===== src/rtl/pipe_reg_pkg.sv =====
// Shared types and sizing helpers for pipe_reg and neighbouring softmax datapath blocks.
package pipe_reg_pkg;

  localparam int unsigned MAX_STAGES         = 16;
  localparam int unsigned DEFAULT_DATA_WIDTH = 16;

  // Handshake beat as exchanged between softmax units (exp, accumulate, divide).
  typedef struct packed {
    logic                          valid;
    logic [DEFAULT_DATA_WIDTH-1:0] data;
  } pipe_beat_t;

  // Occupancy counter width; sized so capacity STAGES+1 (skid build) always fits.
  function automatic int unsigned occ_width(input int unsigned stages);
    return $clog2(stages + 2);
  endfunction

  function automatic pipe_beat_t make_beat(input logic valid,
                                           input logic [DEFAULT_DATA_WIDTH-1:0] data);
    pipe_beat_t beat;
    beat.valid = valid;
    beat.data  = data;
    return beat;
  endfunction

endpackage


===== src/rtl/pipe_reg_if.sv =====
// Valid/ready handshake bundle for both sides of pipe_reg.
interface pipe_reg_if
  import pipe_reg_pkg::*;
#(
  parameter int unsigned DATA_WIDTH = DEFAULT_DATA_WIDTH
);

  logic                  in_valid;
  logic                  in_ready;
  logic [DATA_WIDTH-1:0] in_data;
  logic                  out_valid;
  logic                  out_ready;
  logic [DATA_WIDTH-1:0] out_data;

  // Surrounding logic: drives the upstream beat and the downstream ready.
  modport master (
    output in_valid,
    output in_data,
    output out_ready,
    input  in_ready,
    input  out_valid,
    input  out_data
  );

  // The pipeline register itself.
  modport slave (
    input  in_valid,
    input  in_data,
    input  out_ready,
    output in_ready,
    output out_valid,
    output out_data
  );

endinterface


===== src/rtl/pipe_reg_stage.sv =====
// One elastic stage: a valid flop plus a data word that only changes on a valid load.
module pipe_reg_stage
  import pipe_reg_pkg::*;
#(
  parameter int unsigned DATA_WIDTH = DEFAULT_DATA_WIDTH
) (
  input  logic                  clk,
  input  logic                  rst_n,
  input  logic                  i_flush,
  input  logic                  i_load,
  input  logic                  i_valid,
  input  logic [DATA_WIDTH-1:0] i_data,
  output logic                  o_valid,
  output logic [DATA_WIDTH-1:0] o_data
);

  logic                  r_valid;
  logic [DATA_WIDTH-1:0] r_data;
  logic                  w_data_en;

  // Data is frozen on flush too, so an emptied stage still shows its last word.
  assign w_data_en = i_load && i_valid && !i_flush;

  always_ff @(posedge clk or negedge rst_n) begin
    if (!rst_n) begin
      r_valid <= 1'b0;
    end else if (i_flush) begin
      r_valid <= 1'b0;
    end else if (i_load) begin
      r_valid <= i_valid;
    end
  end

  always_ff @(posedge clk or negedge rst_n) begin
    if (!rst_n) begin
      r_data <= '0;
    end else if (w_data_en) begin
      r_data <= i_data;
    end
  end

  assign o_valid = r_valid;
  assign o_data  = r_data;

endmodule


===== src/rtl/pipe_reg.sv =====
// Elastic valid/ready pipeline register with bubble collapsing, flush and occupancy count.
// Optional PIPE_REG_SKID_EN adds a skid entry so the ready chain depends only on flops.
module pipe_reg
  import pipe_reg_pkg::*;
#(
  parameter int unsigned DATA_WIDTH = DEFAULT_DATA_WIDTH,
  parameter int unsigned STAGES     = 2
) (
  input  logic                           clk,
  input  logic                           rst_n,
  input  logic                           flush,
  pipe_reg_if.slave                      bus,
  output logic [occ_width(STAGES)-1:0]   occupancy
);

  localparam int unsigned OCC_W = occ_width(STAGES);
  localparam int unsigned LAST  = STAGES - 1;

  if ((STAGES < 1) || (STAGES > MAX_STAGES)) begin : g_bad_stages
    $error("pipe_reg: STAGES must be within 1..16");
  end

  logic [STAGES:0]       w_ready;
  logic                  w_tail_ready;
  logic [STAGES-1:0]     w_valid;
  logic [STAGES-1:0]     w_stg_in_valid;
  logic [DATA_WIDTH-1:0] w_data         [STAGES];
  logic [DATA_WIDTH-1:0] w_stg_in_data  [STAGES];
  logic                  w_accept;
  logic                  w_emit;
  logic [OCC_W-1:0]      r_occ;

  // Backward ready chain: an empty stage always accepts, so bubbles collapse.
  always_comb begin
    w_ready         = '0;
    w_ready[STAGES] = w_tail_ready;
    for (int i = int'(STAGES) - 1; i >= 0; i--) begin
      w_ready[i] = !w_valid[i] || w_ready[i+1];
    end
  end

  always_comb begin
    w_stg_in_valid = '0;
    for (int i = 0; i < int'(STAGES); i++) begin
      w_stg_in_data[i] = '0;
    end
    w_stg_in_valid[0] = bus.in_valid;
    w_stg_in_data[0]  = bus.in_data;
    for (int i = 1; i < int'(STAGES); i++) begin
      w_stg_in_valid[i] = w_valid[i-1];
      w_stg_in_data[i]  = w_data[i-1];
    end
  end

  for (genvar g = 0; g < int'(STAGES); g++) begin : g_stage
    pipe_reg_stage #(
      .DATA_WIDTH (DATA_WIDTH)
    ) u_stage (
      .clk     (clk),
      .rst_n   (rst_n),
      .i_flush (flush),
      .i_load  (w_ready[g]),
      .i_valid (w_stg_in_valid[g]),
      .i_data  (w_stg_in_data[g]),
      .o_valid (w_valid[g]),
      .o_data  (w_data[g])
    );
  end

`ifdef PIPE_REG_SKID_EN
  logic                  w_skid_valid;
  logic [DATA_WIDTH-1:0] w_skid_data;
  logic                  w_skid_load;
  logic                  w_skid_in_valid;

  // Last stage always advances while skid is empty; a beat that cannot leave is parked.
  assign w_tail_ready    = !w_skid_valid;
  assign w_skid_load     = !w_skid_valid || bus.out_ready;
  assign w_skid_in_valid = !w_skid_valid && w_valid[LAST] && !bus.out_ready;

  pipe_reg_stage #(
    .DATA_WIDTH (DATA_WIDTH)
  ) u_skid (
    .clk     (clk),
    .rst_n   (rst_n),
    .i_flush (flush),
    .i_load  (w_skid_load),
    .i_valid (w_skid_in_valid),
    .i_data  (w_data[LAST]),
    .o_valid (w_skid_valid),
    .o_data  (w_skid_data)
  );

  // Skid holds the older beat, so it drains ahead of the last stage.
  assign bus.out_valid = w_skid_valid || w_valid[LAST];
  assign bus.out_data  = w_skid_valid ? w_skid_data : w_data[LAST];
`else
  assign w_tail_ready  = bus.out_ready;
  assign bus.out_valid = w_valid[LAST];
  assign bus.out_data  = w_data[LAST];
`endif

  assign bus.in_ready = w_ready[0] && !flush;
  assign w_accept     = bus.in_valid && bus.in_ready;
  assign w_emit       = bus.out_valid && bus.out_ready;

  // Beat count; bounded by the handshakes themselves, so no saturation logic is needed.
  always_ff @(posedge clk or negedge rst_n) begin
    if (!rst_n) begin
      r_occ <= '0;
    end else if (flush) begin
      r_occ <= '0;
    end else if (w_accept && !w_emit) begin
      r_occ <= r_occ + OCC_W'(1);
    end else if (!w_accept && w_emit) begin
      r_occ <= r_occ - OCC_W'(1);
    end
  end

  assign occupancy = r_occ;

endmodule

===== src/flat_wrapper.sv =====
// flat-port wrapper written by rule: the top's interface ports become plain ports
module pipe_reg_flat import pipe_reg_pkg::*;
#(
  parameter int unsigned DATA_WIDTH = DEFAULT_DATA_WIDTH,
  parameter int unsigned STAGES     = 2
)
  (clk, rst_n, flush, occupancy, bus_in_valid, bus_in_data, bus_out_ready, bus_in_ready, bus_out_valid, bus_out_data);
  pipe_reg_if #(.DATA_WIDTH(DATA_WIDTH)) bus_i ();
  input  logic clk;
  input  logic rst_n;
  input  logic flush;
  output logic [occ_width(STAGES)-1:0] occupancy;
  input wire logic [$bits(bus_i.in_valid)-1:0] bus_in_valid;
  input wire logic [$bits(bus_i.in_data)-1:0] bus_in_data;
  input wire logic [$bits(bus_i.out_ready)-1:0] bus_out_ready;
  output wire logic [$bits(bus_i.in_ready)-1:0] bus_in_ready;
  output wire logic [$bits(bus_i.out_valid)-1:0] bus_out_valid;
  output wire logic [$bits(bus_i.out_data)-1:0] bus_out_data;
  assign bus_i.in_valid = bus_in_valid;
  assign bus_i.in_data = bus_in_data;
  assign bus_i.out_ready = bus_out_ready;
  assign bus_in_ready = bus_i.in_ready;
  assign bus_out_valid = bus_i.out_valid;
  assign bus_out_data = bus_i.out_data;
  pipe_reg #(.DATA_WIDTH(DATA_WIDTH), .STAGES(STAGES)) u_core (.clk(clk), .rst_n(rst_n), .flush(flush), .bus(bus_i), .occupancy(occupancy));
endmodule

===== config.mk =====
export PLATFORM = sky130hd
export DESIGN_NAME = pipe_reg_flat
export DESIGN_NICKNAME = d
export VERILOG_FILES = /design/src/rtl/pipe_reg_pkg.sv /design/src/rtl/pipe_reg_if.sv /design/src/rtl/pipe_reg_stage.sv /design/src/rtl/pipe_reg.sv /design/src/flat_wrapper.sv
export SDC_FILE = /design/constraint.sdc
export NUM_CORES = 1
export LEC_CHECK = 0
export ABC_AREA = 1
export BUFFER_PORTS_ARGS = -buffer_cell sky130_fd_sc_hd__buf_2
export CORE_MARGIN = 8
export CORE_UTILIZATION = 25
export DETAILED_ROUTE_END_ITERATION = 10
export SYNTH_ARGS = -nofsm -noshare
export SYNTH_HDL_FRONTEND = slang
export SYNTH_HIERARCHICAL = 1
export SYNTH_SLANG_ARGS = --single-unit

===== constraint.sdc =====
create_clock -name clk -period 2.95 [get_ports clk]
set_input_delay 0 -clock clk [delete_from_list [all_inputs] [get_ports clk]]
set_output_delay 0 -clock clk [all_outputs]
set_load 0.02 [all_outputs]

==> flow_metrics.tcl, run 1 <==
set metrics [dict create \
    clock_latency_ns 0.28 \
    cp.required_ns 3.13 \
    die_width_um 97.3 \
    crit_chain "nand3_2 -> nand4_1 -> nand2_2 -> inv_2 -> nor2_4 -> nand3_1 -> nand2_1" \
    ios 41 \
    routed_wl_mm 3.98 \
    wl_met2_mm 1.86 \
    ys_ff_latch 36 \
    syn_area_sq_um 1650 \
    track_usage 0.0892 \
    cts_buffers 5 \
    ir_worst_vdd_mv 0.161 \
    grt_setup_unrepaired "no" \
    nNetsFinal 255 \
    dp.cells 288 \
    drt_iter0_drc 76 \
    dieArea_sq_um 9470 \
    avgSynthCellArea_sq_um 9.08 \
    rr_worst_depth 7 \
    max_freq_mhz 668 \
    grt_pass1_wl_mm 7.13 \
    ctsLongestPathBuffers 2 \
    port_buffers 40 \
    switching_share 0.310 \
    cap_violations 0 \
    p_total_mw 1.25 \
    instances_no_fill 312 \
    p_sw_mw 0.389 \
    clkPwrFrac 0.282 \
    clock-sinks 36 \
    reg2reg_to "u_core/occupancy[1]$_DFFE_PN0P_" \
    power.leakage_nw 1.13 \
    dp_hpwl_mm 2.95 \
    seq_power_share 0.492 \
    routedWlPerCell_um 12.7 \
    vias 1360 \
    r2r_start "u_core/g_stage[1].u_stage/o_valid$_DFFE_PN0P_" \
    coreArea_sq_um 6390 \
    drive_above_1_share 0.251 \
    maxUsedRoutingLayer "met4" \
    firstDrtPassIters 6 \
    antenna_found_initial 0 \
    post_cts_buffers 0 \
    mostFrequentLayoutCell "nand2_1" \
    min_period_ns 1.50 \
    drv_slew 0 \
    timing.setup.tns_ns 0 \
    antenna_cells 0 \
    holdPathEnd "u_core/g_stage[0].u_stage/o_data[2]$_DFFE_PN0P_" \
    final_cell_mix "77 x nand2_1, 40 x buf_2, 36 x dfrtp_1" \
    fin_crit_sh 0.507 \
    whs_ns 0.0121 \
    cts.clk_slew.worst_paths_ns 0.07 \
    htree_levels 2 \
    slowest_delay_ns 0.42 \
    setup_viol 0 \
    max-slew-margin-rel 0.474 \
    ys_seq_area_frac 0.545 \
    cts_tree "done" \
    num_rows 29 \
    syn2layout_area_growth_pct 27.2 \
    vias_per_cell 4.36 \
    critPathLaunch "u_core/g_stage[1].u_stage/o_valid$_DFFE_PN0P_" \
    grt-ovfl-total 0 \
    drtAntennaViolNets 0 \
    hp-start "bus_in_data[2]" \
    status "finished, final reports clean" \
    r2r_slack_ns 1.45 \
    slowest_stage "dfrtp_1" \
    worst_pin_slew_ns 0.790 \
    grt_max_degree 37 \
    cp.arrival_ns 1.67 \
    powerDensity_nw_per_um2 597 \
    p_comb_frac 0.226 \
    wl_met1_mm 1.93 \
    start_kind "flip-flop" \
    start_util 0.259 \
    place_congestion 0.725 \
    hp-class "primary input to flip-flop" \
    grt_pass1_vias 1410 \
    root_buffer "clkbuf_8" \
    path_max_fanout 21 \
    dr_wl_met3_um 105 \
    synth_cell_types 14 \
    ys_warn_count 6 \
    netlist_instances 182 \
    hold_viol_final 0 \
    drc 0 \
    die_h_um 97.3 \
    hold_depth 3 \
    path_class "flip-flop to flip-flop" \
    syn_nets 203 \
    p_int_mw 0.865 \
    critPathCaptureType "flip-flop" \
    fin_skew_ns 0.00245 \
]
## flip-flops by register name, indices dropped and copies added, names as in the netlist
signal	count
u_core/g_stage.u_stage/o_data	32
u_core/g_stage.u_stage/o_valid	2
u_core/occupancy	2
## worst max path at each step
stage                                                             endpoint  slack [ns]  cells after the start
final                                      u_core/occupancy[1]$_DFFE_PN0P_        1.45                      7
after global routing                       u_core/occupancy[1]$_DFFE_PN0P_        1.29                      7
after CTS                                  u_core/occupancy[1]$_DFFE_PN0P_        1.46                      7
after detailed placement                   u_core/occupancy[1]$_DFFE_PN0P_        1.48                      7
after global placement    u_core/g_stage[1].u_stage/o_data[10]$_DFFE_PN0P_        1.53                      4
after floorplan            u_core/g_stage[0].u_stage/o_data[1]$_DFFE_PN0P_        1.74                      6
## kinds of logic after synthesis
kind of cell | count (synthesis) | synth area share
and+or+nand+nor | 124 | 0.368
DFF | 36 | 0.545
AOI/OAI and AO/OA | 1 | 0.00303
buffers and inverters | 21 | 0.0840
## layer usage
layer | up-vias | global-route usage
li1 | 708 | -
met2 | 24 | 0.136
met3 | 6 | 0.0213
met5 | - | 0
met4 | 0 | 0.0455
met1 | 622 | 0.114
## area by class of cell
type / count / area [sq um]
flip-flops and latches: 36 / 901
clock buffers: 8 / 90.1
inverters: 9 / 33.8
well taps: 77 / 96.3
repair buffers: 57 / 368
multi-input cells: 125 / 613
fillers: 697 / 4280
## cell usage after synthesis
cell / instances / area [sq um]
dfrtp_1: 36 / 901
nand4_1: 33 / 206
buf_4: 8 / 60.1
nand3_1: 2 / 10.0
o21ai_1: 1 / 5.00
nand3_4: 2 / 35.0
buf_6: 4 / 45.0
nand3_2: 2 / 20.0
nand2_2: 4 / 25.0
nor2_1: 3 / 11.3
nand2_1: 77 / 289
nor2_4: 1 / 11.3
inv_2: 3 / 11.3
inv_1: 6 / 22.5
## stage by stage
step | setup WS, ns | util | instance area (sq um)
6_report | 1.45 | 0.329 | 2100
5_1_grt | 1.29 | 0.329 | 2100
4_1_cts | 1.46 | 0.329 | 2100
3_5_place_dp | 1.48 | 0.290 | 1850
3_3_place_gp | 1.53 | 0.290 | 1850
2_1_floorplan | 1.74 | - | 1650
## power by group through the flow
stage	Combinational, mW	Clock, mW	Sequential, mW
final	0.283	0.354	0.617
after global routing	0.319	0.389	0.628
after CTS	0.291	0.370	0.618
after detailed placement	0.274	0	0.627
after global placement	0.267	0	0.627
after floorplan	0.112	0	0.685
## worst max-delay path: cells and delay by family (launching register included)
kind	cells	cell delay [ns]
buffers and inverters	1	0.08
DFF	1	0.42
and+or+nand+nor	6	0.91
## timing repair
action,4_1_cts,5_1_grt
hold buffers,16,0
endpoints found under the hold margin,51,0
gates resized for setup,0,0
Power figures use the tool's default switching activity.
==> run 2: changes to the inputs <==
--- a/config.mk
+++ b/config.mk
@@ -5,7 +5,7 @@
 export SDC_FILE = /design/constraint.sdc
 export NUM_CORES = 1
 export LEC_CHECK = 0
-export ABC_AREA = 1
+export ABC_AREA = 0
 export BUFFER_PORTS_ARGS = -buffer_cell sky130_fd_sc_hd__buf_2
 export CORE_MARGIN = 8
 export CORE_UTILIZATION = 25
==> constraint.sdc (replaced) <==
create_clock -name clk -period 1.2 [get_ports clk]
set_input_delay 0 -clock clk [delete_from_list [all_inputs] [get_ports clk]]
set_output_delay 0 -clock clk [all_outputs]
set_load 0.02 [all_outputs]
==> flow_metrics.tcl, run 2 <==
set metrics [dict create \
    start_kind "flip-flop" \
    synthFlopType "dfrtp_1" \
    mostFrequentLayoutCell "buf_2" \
    seq_power_share 0.467 \
    die_width_um 94.2 \
    syn_nets 111 \
    synth_compound_area_frac 0.0106 \
    final_cell_mix "39 x buf_2, 34 x dfrtp_1, 21 x mux2_4" \
    p_comb_frac 0.282 \
    synth-simple-area-share 0.0736 \
    cp.arrival_ns 1.46 \
    start_util 0.258 \
    drtAntennaViolNets 0 \
    routedWlPerCell_um 14.2 \
    synth_top_family_by_area "multiplexers" \
    grt-ovfl-total 0 \
    synthArstFlopShare 1.00 \
    vias 982 \
    synthMuxAreaShare 0.312 \
    min_period_ns 1.29 \
    clock-sinks 36 \
    cp.required_ns 1.36 \
    stdcell_area_sq_um 2230 \
    antenna_found_initial 0 \
    whs_ns 0.0273 \
    avgSynthCellArea_sq_um 17.0 \
    vias_per_cell 4.06 \
    hp-class "primary input to flip-flop" \
    num_rows 28 \
    grt_max_degree 18 \
    instances_no_fill 242 \
    clkPwrFrac 0.251 \
    synth_cell_types 17 \
    crit_chain "nand2b_1 -> nand3b_4 -> buf_12 -> mux2_4" \
    firstDrtPassIters 3 \
    largest_register_ffs 32 \
    power.leakage_nw 1.13 \
    syn2layout_area_growth_pct 45.5 \
    max-slew-margin-rel 0.736 \
    synth-xor-area-share 0 \
    dp.cells 216 \
    slowest_stage "dfrtp_2" \
    synth_top_area_cell "dfrtp_1" \
    cts_tree "done" \
    timing.setup.tns_ns -2.46 \
    powerDensity_nw_per_um2 1540 \
    track_usage 0.0825 \
    ios 41 \
    fillCellCount 562 \
    synthTopCellsByCount "36 x dfrtp_1, 20 x mux2_4, 12 x mux2_2" \
    p_total_mw 3.44 \
    synth.most_common_cell "dfrtp_1" \
    cts_buffers 5 \
    nNetsFinal 187 \
    violations "setup timing" \
    htree_levels 2 \
    syn_area_sq_um 1530 \
    ctsLongestPathBuffers 2 \
    synth-adder-area-share 0 \
    ys_seq_area_frac 0.589 \
    post-place-ws_ns -0.0862 \
    ys_warn_count 6 \
    ir_worst_vdd_mv 0.916 \
    place_area_sq_um 1930 \
    synth.area.top_cells "dfrtp_1 59%, mux2_4 20%, mux2_2 8.8%" \
    drive_above_1_share 0.617 \
    worst_pin_slew_ns 0.395 \
    fin_ws_ns -0.0950 \
    synth_top_area_frac 0.589 \
    dp_hpwl_mm 2.50 \
    grt_setup_unrepaired "yes" \
    antenna_cells 0 \
    synth_edf_count 0 \
    place_congestion 0.663 \
    grt_pass1_wl_mm 5.71 \
    hold_viol_final 0 \
    ys_ff_latch 36 \
    drt_iter0_drc 36 \
    port_buffers 40 \
    fin_util 0.376 \
    critPathCaptureType "flip-flop" \
    coreArea_sq_um 5920 \
    p_int_mw 2.44 \
    drv_slew 0 \
    switching_share 0.289 \
    dieArea_sq_um 8880 \
    status "finished with violations" \
    p_sw_mw 0.994 \
    grt_pass1_vias 1147 \
    path_max_fanout 11 \
    cap_violations 0 \
    routed_wl_mm 3.43 \
    drc 0 \
    die_h_um 94.2 \
    cts.clk_slew.worst_paths_ns 0.07 \
    slowest_delay_ns 0.43 \
    path_class "flip-flop to flip-flop" \
    fin_crit_sh 1.08 \
    root_buffer "clkbuf_8" \
    netlist_instances 90 \
    clock_latency_ns 0.28 \
    setup_viol 34 \
    max_freq_mhz 772 \
    fin_skew_ns 0.00241 \
]
run 2: what timing repair did:
action                                 in CTS  in global routing
buffers inserted                            1                  0
hold buffers                               17                  0
gates resized for setup                     5                  2
endpoints found under the hold margin      37                  0
setup endpoints to repair                  34                 36
pin swaps                                   1                  2
run 2: worst paths after layout:
path / end / start / depth (start not counted) / slack (ns)
setup / recovery: u_core/g_stage[1].u_stage/o_data[8]$_DFFE_PN0P_ / u_core/g_stage[1].u_stage/o_valid$_DFFE_PN0P_ / 4 / -0.09
hold / removal: u_core/g_stage[0].u_stage/o_valid$_DFFE_PN0P_ / flush / 2 / 0.03
setup reg to reg: u_core/g_stage[1].u_stage/o_data[8]$_DFFE_PN0P_ / u_core/g_stage[1].u_stage/o_valid$_DFFE_PN0P_ / 4 / -0.09
hold reg to reg: u_core/g_stage[0].u_stage/o_data[10]$_DFFE_PN0P_ / u_core/g_stage[0].u_stage/o_data[10]$_DFFE_PN0P_ / 1 / 0.50
max in group asynchronous: u_core/g_stage[0].u_stage/o_data[8]$_DFFE_PN0P_ / rst_n / 3 / 0.46
min in group asynchronous: u_core/g_stage[1].u_stage/o_data[13]$_DFFE_PN0P_ / rst_n / 2 / 0.19
run 2: kinds of logic after synthesis:
family / Yosys count
buffers and inverters: 2
flip-flops: 36
AND/OR/NAND/NOR: 13
multiplexers: 36
AO/OA/AOI/OAI: 3
run 2: final cells by class:
| class | instances | area (sq um) | share of cell area |
|---|---|---|---|
| flip-flops and latches | 36 | 903 | 0.406 |
| multi-input cells | 52 | 622 | 0.279 |
| repair buffers | 71 | 514 | 0.231 |
| well taps | 75 | 93.8 | 0.0422 |
| clock buffers | 6 | 82.6 | 0.0371 |
| clock inverters | 2 | 10.0 | 0.00450 |
run 2: worst max-delay path, delay by kind of cell, from the launching register on:
| kind | cells | cell delay, ns |
|---|---|---|
| and+or+nand+nor | 2 | 0.28 |
| muxes | 1 | 0.30 |
| DFF | 1 | 0.43 |
| buffers and inverters | 1 | 0.16 |
run 2: power by group through the flow:
stage	Combinational [mW]	Clock [mW]	Sequential (mW)
after floorplan	0.374	0	1.82
after global placement	0.912	0	1.63
after detailed placement	0.933	0	1.63
after CTS	0.987	0.900	1.61
after global routing	1.04	0.958	1.64
final	0.970	0.862	1.60
run 2: per-layer routing:
metal	share of wire	GRT usage	vias to the layer above
met3	0.052	0.0280	4
met2	0.52	0.141	22
met1	0.41	0.0919	483
met4	0.012	0.0317	0
li1	-	-	473
met5	0	0	-
==> run 3: changes to the inputs <==
--- a/config.mk
+++ b/config.mk
@@ -5,12 +5,11 @@
 export SDC_FILE = /design/constraint.sdc
 export NUM_CORES = 1
 export LEC_CHECK = 0
-export ABC_AREA = 0
+export ABC_AREA = 1
 export BUFFER_PORTS_ARGS = -buffer_cell sky130_fd_sc_hd__buf_2
 export CORE_MARGIN = 8
 export CORE_UTILIZATION = 25
 export DETAILED_ROUTE_END_ITERATION = 10
 export SYNTH_ARGS = -nofsm -noshare
 export SYNTH_HDL_FRONTEND = slang
-export SYNTH_HIERARCHICAL = 1
 export SYNTH_SLANG_ARGS = --single-unit
==> flow_metrics.tcl, run 3 <==
set metrics [dict create \
    path_class "flip-flop to flip-flop" \
    hold_viol_final 0 \
    ys_seq_area_frac 0.626 \
    maxUsedRoutingLayer "met4" \
    max-slew-margin-rel 0.721 \
    hp-class "primary input to flip-flop" \
    clock_latency_ns 0.28 \
    instances_no_fill 292 \
    track_usage 0.0762 \
    synth_cell_types 13 \
    syn_area_sq_um 1440 \
    cp.arrival_ns 1.35 \
    fin_ws_ns 0.0607 \
    drive_above_1_share 0.273 \
    drtAntennaViolNets 0 \
    p_comb_frac 0.234 \
    dieArea_sq_um 8440 \
    mostFrequentLayoutCell "buf_2" \
    synth_top_area_cell "dfrtp_1" \
    seq_power_share 0.488 \
    grt_setup_unrepaired "yes" \
    synthArstFlopShare 1.00 \
    power.leakage_nw 1.07 \
    fin_skew_ns 0.00631 \
    synth.most_common_cell "dfrtp_1" \
    setup_viol 0 \
    synth_compound_area_frac 0.122 \
    port_buffers 40 \
    p_total_mw 3.10 \
    syn2layout_area_growth_pct 42.1 \
    start_kind "flip-flop" \
    vias_per_cell 4.01 \
    syn_nets 177 \
    post-place-ws_ns 0.0746 \
    ys_ff_latch 36 \
    worst_pin_slew_ns 0.419 \
    synthMuxAreaShare 0 \
    ys_warn_count 0 \
    synthFlopType "dfrtp_1" \
    status "finished, final reports clean" \
    wl_met1_mm 1.40 \
    netlist_instances 156 \
    dp_hpwl_mm 2.24 \
    cts.clk_slew.worst_paths_ns 0.07 \
    place_area_sq_um 1760 \
    final_cell_mix "40 x buf_2, 35 x dfrtp_1, 28 x nand2_1" \
    grt-ovfl-total 0 \
    critPathCaptureType "flip-flop" \
    avgSynthCellArea_sq_um 9.22 \
    stdcell_area_sq_um 2040 \
    p_sw_mw 0.927 \
    start_util 0.260 \
    p_int_mw 2.18 \
    routed_wl_mm 3.06 \
    num_rows 27 \
    drc 0 \
    synth-adder-area-share 0 \
    die_width_um 91.9 \
    hold_depth 4 \
    grt_pass1_vias 1179 \
    clkPwrFrac 0.278 \
    clock-sinks 36 \
    vias 1172 \
    ctsLongestPathBuffers 2 \
    die_h_um 91.9 \
    htree_levels 2 \
    grt_max_degree 34 \
    cap_violations 0 \
    cts_tree "done" \
    synth_top_family_by_area "simple AND/OR/NAND/NOR gates" \
    wl_met2_mm 1.43 \
    grt_pass1_wl_mm 5.28 \
    dr_wl_met3_um 198 \
    synth-xor-area-share 0 \
    fin_crit_sh 0.949 \
    synth_edf_count 0 \
    place_congestion 0.743 \
    drt_iter0_drc 49 \
    multi_input_area_sq_um 424 \
    powerDensity_nw_per_um2 1520 \
    cp.required_ns 1.41 \
    antenna_found_initial 0 \
    path_max_fanout 4 \
    min_period_ns 1.14 \
    ff_latch_area_sq_um 902 \
    synth_top_area_frac 0.626 \
    synthTopCellsByCount "36 x dfrtp_1, 31 x nand2_1, 23 x inv_1" \
    fin_util 0.369 \
    max_freq_mhz 878 \
    nNetsFinal 240 \
    ios 41 \
    dp.cells 266 \
    switching_share 0.299 \
    fillCellCount 611 \
    routedWlPerCell_um 10.5 \
    ir_worst_vdd_mv 0.631 \
    coreArea_sq_um 5540 \
    synth-simple-area-share 0.165 \
    firstDrtPassIters 4 \
    post_cts_buffers 0 \
    antenna_cells 0 \
    cts_buffers 5 \
    rr_worst_depth 7 \
    synth.area.top_cells "dfrtp_1 63%, nand2_1 8.1%, o21ai_0 6.3%" \
    largest_register_ffs 32 \
    root_buffer "clkbuf_8" \
    drv_slew 0 \
]
==> run 3: kinds of logic (layout without fill, tap and decap cells) <==
logic type      Yosys count  after routing
compound gates           35             35
buf+inv                  30             94
flops                    36             36
simple gates             55             55
==> run 3: repair_timing <==
action	in CTS	in global routing
endpoints found under the setup margin	0	15
gates resized for setup	0	11
hold buffers	18	0
hold endpoints to repair	54	0
==> run 3: per-stage QoR <==
| stage | hold WS (ns) | TNS, ns |
|---|---|---|
| after floorplan | -0.296 | 0 |
| after global placement | -0.0430 | 0 |
| after detailed placement | -0.0434 | 0 |
| after CTS | 0.0315 | 0 |
| after global routing | 0.0725 | -0.228 |
| final | 0.0428 | 0 |
==> run 3: final timing paths <==
path / start / to / slack [ns]
worst max-delay path: u_core.g_stage[1].u_stage.o_valid$_DFFE_PN0P_ / u_core.occupancy[0]$_DFFE_PN0P_ / 0.06
worst min-delay path: bus_out_ready / u_core.g_stage[1].u_stage.o_valid$_DFFE_PN0P_ / 0.04
worst max register to register: u_core.g_stage[1].u_stage.o_valid$_DFFE_PN0P_ / u_core.occupancy[0]$_DFFE_PN0P_ / 0.06
worst min register to register: u_core.g_stage[1].u_stage.o_data[6]$_DFFE_PN0P_ / u_core.g_stage[1].u_stage.o_data[6]$_DFFE_PN0P_ / 0.48
max in group asynchronous: rst_n / u_core.g_stage[0].u_stage.o_data[7]$_DFFE_PN0P_ / 0.54
min in group asynchronous: rst_n / u_core.g_stage[0].u_stage.o_valid$_DFFE_PN0P_ / 0.22
==> run 3: critical path: stages, from the launching register on <==
cell	delay [ns]
dfrtp_1	0.41
nand3_2	0.12
nand3_4	0.11
nand2_1	0.11
nand2_1	0.05
nor2_1	0.13
nand2_1	0.06
nand2_1	0.07
==> run 3: layer usage <==
metal	vias to the layer above	global-route usage
li1	611	-
met1	532	0.0860
met2	25	0.123
met3	4	0.0334
met4	0	0.0322
met5	-	0
==> run 3: power by group through the flow <==
| stage | Combinational (mW) | Clock, mW | Sequential (mW) |
|---|---|---|---|
| final | 0.728 | 0.861 | 1.51 |
| after global routing | 0.816 | 0.966 | 1.54 |
| after global placement | 0.676 | 0 | 1.53 |
| after detailed placement | 0.689 | 0 | 1.54 |
| after CTS | 0.734 | 0.900 | 1.51 |
| after floorplan | 0.236 | 0 | 1.70 |
==> run 3: layout make-up <==
class	instances	area share
inverter	24	0.0441
sequential	36	0.441
timing repair buffer	62	0.219
tap	72	0.0441
clock buffer	8	0.0441
multi-input combinational	90	0.207
